File: src/rtl/alu_xor.sv
// Bitwise XOR unit for the LEGv8 ALU: combinational A^B plus a registered copy with valid/zero/negative flags.
// Optional macro ALU_XOR_PARITY_EN adds a registered even-parity (XOR-reduction) output of result_q.
module alu_xor #(
  parameter int DATA_WIDTH = 64
) (
  input  logic                  clk,
  input  logic                  rst_n,
  input  logic [DATA_WIDTH-1:0] A,
  input  logic [DATA_WIDTH-1:0] B,
  input  logic                  in_valid,
  output logic [DATA_WIDTH-1:0] result,
  output logic [DATA_WIDTH-1:0] result_q,
  output logic                  out_valid,
  output logic                  zero,
  output logic                  negative
`ifdef ALU_XOR_PARITY_EN
  ,
  output logic                  parity
`endif
);

  logic [DATA_WIDTH-1:0] xor_d;

  // The live result feeds the ALU mux directly and stays valid even while in reset.
  assign xor_d  = A ^ B;
  assign result = xor_d;

  // Flags come from the value being captured, so they always match result_q rather than the live operands.
  always_ff @(posedge clk or negedge rst_n) begin
    if (!rst_n) begin
      result_q  <= '0;
      out_valid <= 1'b0;
      zero      <= 1'b0;
      negative  <= 1'b0;
    end else begin
      // NOTE: non-blocking assignments keep every register sampling pre-edge values, so ordering inside this block is irrelevant.
      out_valid <= in_valid;
      if (in_valid) begin
        result_q <= xor_d;
        zero     <= (xor_d == '0);
        negative <= xor_d[DATA_WIDTH-1];
      end
    end
  end

`ifdef ALU_XOR_PARITY_EN
  always_ff @(posedge clk or negedge rst_n) begin
    if (!rst_n) begin
      parity <= 1'b0;
    end else if (in_valid) begin
      parity <= ^xor_d;
    end
  end
`endif

endmodule

File: config.mk
export PLATFORM = sky130hd
export DESIGN_NAME = alu_xor
export DESIGN_NICKNAME = d
export VERILOG_FILES = /design/src/rtl/alu_xor.sv
export SDC_FILE = /design/constraint.sdc
export NUM_CORES = 1
export LEC_CHECK = 0
export CORE_MARGIN = 2
export CORE_UTILIZATION = 30
export DETAILED_ROUTE_END_ITERATION = 16
export PLACE_DENSITY = 0.78
export SLEW_MARGIN = 0
export SYNTH_ARGS = -nofsm -noshare
export SYNTH_HDL_FRONTEND = slang
export SYNTH_SLANG_ARGS = --single-unit
File: constraint.sdc
create_clock -name clk -period 0.8 [get_ports clk]
set_input_delay 0.12 -clock clk [delete_from_list [all_inputs] [get_ports clk]]
set_output_delay 0.12 -clock clk [all_outputs]
set_load 0.01 [all_outputs]
After elaboration in Yosys (flattened, before gate mapping)
Index checks and enable logic that the tools add are counted.
{ "totals": {"ff_bits": 67, "elab_cells": 6, "output_inout_bits": 131, "in_bits": 131} }
{ "classes": {"reduce_logical": 1, "bitwise": 1} }
{ "op_table": {"columns": ["cell", "n"], "rows": [
  ["$logic_not A64 Y1", 1],
  ["$xor A64 B64 Y64", 1]
]} }

Logic depth before layout (Yosys ltp)
Gate-level depths: netlist of run 1.
{ "logic_depth": {"word_depth": 2, "mapped_depth": 6, "depth_no_buf": 5} }

Worst setup path before layout of run 1
Ideal clock, no wire load.
{ "synth_path": {"path_kind": "input to register", "from": "input B[60]", "to": "register zero", "cell_stages": 5, "setup_slack_ns": -0.373, "arrival_ns": 1.077, "required_time_ns": 0.705, "n_path_buf": 0, "setup_time_ns": 0.095, "cell_sequence": "xor2_1 or2_1 nor4_2 nand3_1 o32ai_2"} }
{ "synth_via": {"elab_chain_len": 2} }
{ "synth_lines": {"columns": ["item", "line", "rtl"], "rows": [
  ["from (decl)", "9", "input logic [DATA_WIDTH-1:0] B,"],
  ["$xor A64 B64 Y64", "25", "assign xor_d = A ^ B;"],
  ["$logic_not A64 Y1", "40", "zero <= (xor_d == '0);"],
  ["to (signal assigned)", "40", null],
  ["to (decl)", "14", "output logic zero,"]
]} }
No other way between the ends.
A chain may end at the register's enable or synchronous reset.

Worst setup path in the final report of run 1
{ "layout_path": {"from": "input A[46]", "to": "register zero"} }
{ "layout_via": {"elab_chain_len": 2} }
{ "layout_lines": {"columns": ["item", "line", "rtl"], "rows": [
  ["from (decl)", "8", "input logic [DATA_WIDTH-1:0] A,"],
  ["$xor A64 B64 Y64", "25", null],
  ["$logic_not A64 Y1", "40", null]
]} }
No other way between the ends.

==> impl_results.md, run 1 <==
- Worst r2r path cells: 4
- CTS root buf: clkbuf_8
- Fillcell total: 562
- Run status: finished with violations
- Final period util: 1.41
- Post-route setup slack: -0.325 ns
- Final hold violation count: 0
- Vias in the first global route: 4,348
- Antenna cells: 0
- Vias per cell: 4.73
- Pre-CTS setup slack: -1.24 ns
- Critical Path RT: 1.04 ns
- Crit Path Class: input pin to register
- Sequential Area: 1650 um2
- Cell taking the most area after synthesis: dfrtp_1
- Drt wl/cell: 19.4 um
- Relative max-transition margin: 0.738
- Post-Syn Nets: 496
- Post-synth cell types: 18
- Maximum clock rate: 0.889 GHz
- Power Density: 1520 nW/um2
- Number of I/O pins: 262
- Setup crit start: A[46]
- RSZ-0062 raised after global routing: true
- Maximum buffer depth of the clock tree: 2
- Share of the synthesized area in the top cell type: 0.513
- R2R setup slack: -0.10 ns
- Synthesized area: 3220 um2
- Worst Max-Slew Pin Slew: 0.394 ns
- Cell count after synthesis: 365
- Via Count: 4,335
- H-tree depth: 3
- CTS Buf Count: 9
- Gr usage total: 0.250
- Post-synthesis average cell area: 8.82 um2
- Setup violators final: 104
- DRT Wirelength: 17,800 um
- Leakage: 0.00405 uW
- Ranking of synthesized cells by area: dfrtp_1 51%, nor2_1 13%, xnor2_1 11%
- Sequential-to-total area share from yosys stat: 0.513
- P&R area growth vs syn: 166%
- Initial antenna violation count: 0
- Reg clk slew, reported paths: 0.08 ns
- First-pass GRT wire length: 22,100 um
- Top_reg_cell synth: dfrtp_1
- Clock Latency Late Sink: 0.33 ns
- Nets: 908
- Layout cells sized above 1: 0.726
- CTS tree: done
- R2R Path End: zero
- IO buf count: 261
- Most numerous cell in the Yosys netlist: nor2_1
- #FFs+latches synth: 66
- Starting Density: 0.310
- Crit path time final: 1.12 ns
- Final Max Slew Viols: 0
- Die height: 108 um
- CORE AREA: 10,400 um2
- WHS Path Cells: 4
- Die Area: 11,600 um2
- Failing checks: negative setup slack
- Gpl congestion: 0.832
- Clock Skew: 0 ns
- Rows: 37
- Die W: 108 um
- Commonest cells in the netlist: 112 x nor2_1, 66 x dfrtp_1, 40 x inv_1
- Multi-input logic area: 2580 um2
- # clock sinks: 66
- Max VDD drop: 0.946 mV
- Dpl hpwl: 10,100 um
- Kind of start point of the critical path: input pin
- Max capacitance violation total: 0
- Hold Crit Class: input pin to register
- Maximum fanout along the worst path: 2
- Critical path endpoint: zero
- Setup crit end kind: register
- DRT Pass-1 Iters: 4
- Post-synth EDFFs: 0
- Final TNS setup: -13.79 ns
- Initial DRC Count: 189
- Worst EP arrival: 1.36 ns
- Warnings, synthesis: 0
- Largest net degree at the start of global routing: 67
- Reg2reg start: zero
- Synth async-reset ratio: 1.00
- Detailed-route DRC error count: 0
- Detail Route Antenna Nets: 0
- Grt total ovfl: 0
area by class of cell:
class | instances | share of cell area
timing repair buffer | 416 | 0.445
multi-input combinational | 243 | 0.302
sequential | 66 | 0.193
tap | 136 | 0.0199
inverter | 41 | 0.0189
clock buffer | 12 | 0.0170
clock inverter | 3 | 0.00468
worst min-delay path by stage:
stage / from / to / slack (ns)
detailed placement: rst_n / result_q[18] / 0.15
floorplan: rst_n / out_valid / -0.18
global route: A[42] / result_q[42] / 0.16
finish: A[11] / result_q[11] / 0.16
global placement: rst_n / result_q[18] / 0.14
CTS: B[11] / result_q[11] / 0.15
worst max-delay path: stages:
cell and delay (ns):
buf_6 0.10, xnor2_2 0.22, nand4_1 0.22, nor4_4 0.24, nand4_1 0.19, o32ai_2 0.27
state kept, by name, indices dropped and copies added, names as in the netlist:
signal,flops
out_valid,1
result_q,64
zero,1
layer usage:
layer | share of wire | GRT usage
met1 | 0.34 | 0.271
met2 | 0.55 | 0.467
met3 | 0.064 | 0.0575
met4 | 0.043 | 0.0952
met5 | 0 | 0
power by group:
part / switching, uW / leakage, uW / internal [uW] / total [uW]
Sequential: 294 / 0.000739 / 3730 / 4030
Clock: 1310 / 0.0000962 / 1500 / 2810
Combinational: 2640 / 0.00322 / 3530 / 6170
Total: 4240 / 0.00405 / 8770 / 13000
placed cells by master (no fill, tap or decap), types with 6 or more instances in the layout:
master / count
a21oi_1: 34
buf_2: 80
buf_4: 111
buf_6: 196
buf_8: 15
clkbuf_8: 10
dfrtp_1: 66
inv_1: 7
inv_2: 31
nand4_1: 8
nor2_1: 87
nor2_2: 18
nor2_4: 7
nor4_4: 6
xnor2_4: 36
xor2_2: 14
xor2_4: 10
per-stage QoR:
step | instances | utilization | instance area [um2] | power, uW | hold slack (ns)
floorplan | 365 | - | 3400 | 5350 | -0.176
global placement | 812 | 0.637 | 6610 | 8310 | 0.145
detailed placement | 812 | 0.637 | 6610 | 8380 | 0.150
CTS | 891 | 0.733 | 7600 | 11800 | 0.148
global route | 917 | 0.826 | 8560 | 13500 | 0.159
finish | 917 | 0.826 | 8560 | 13000 | 0.161
what timing repair did:
action | 4_1_cts | 5_1_grt
hold endpoints to repair | 66 | 0
resized for setup | 1264 | 207
buffers inserted | 79 | 43
pin swaps | 82 | 55
endpoints found under the setup margin | 153 | 130
hold buffers | 1 | 0
logic make-up (layout without fill, tap and decap cells):
kind of cell,count (synthesis),in the layout,share of synthesized area
AOI/OAI and AO/OA,41,41,0.0680
xor gates and xnor gates,64,64,0.174
buffers and inverters,56,472,0.0676
DFF,66,66,0.513
and+or+nand+nor,138,138,0.177
Power figures use the tool's default switching activity.
==> inputs of run 2 (changes only) <==
- HOLD_SLACK_MARGIN: not set -> 0.05
==> results of run 2 <==
No change in the layout: final DEF, timing and power equal those of run 1.
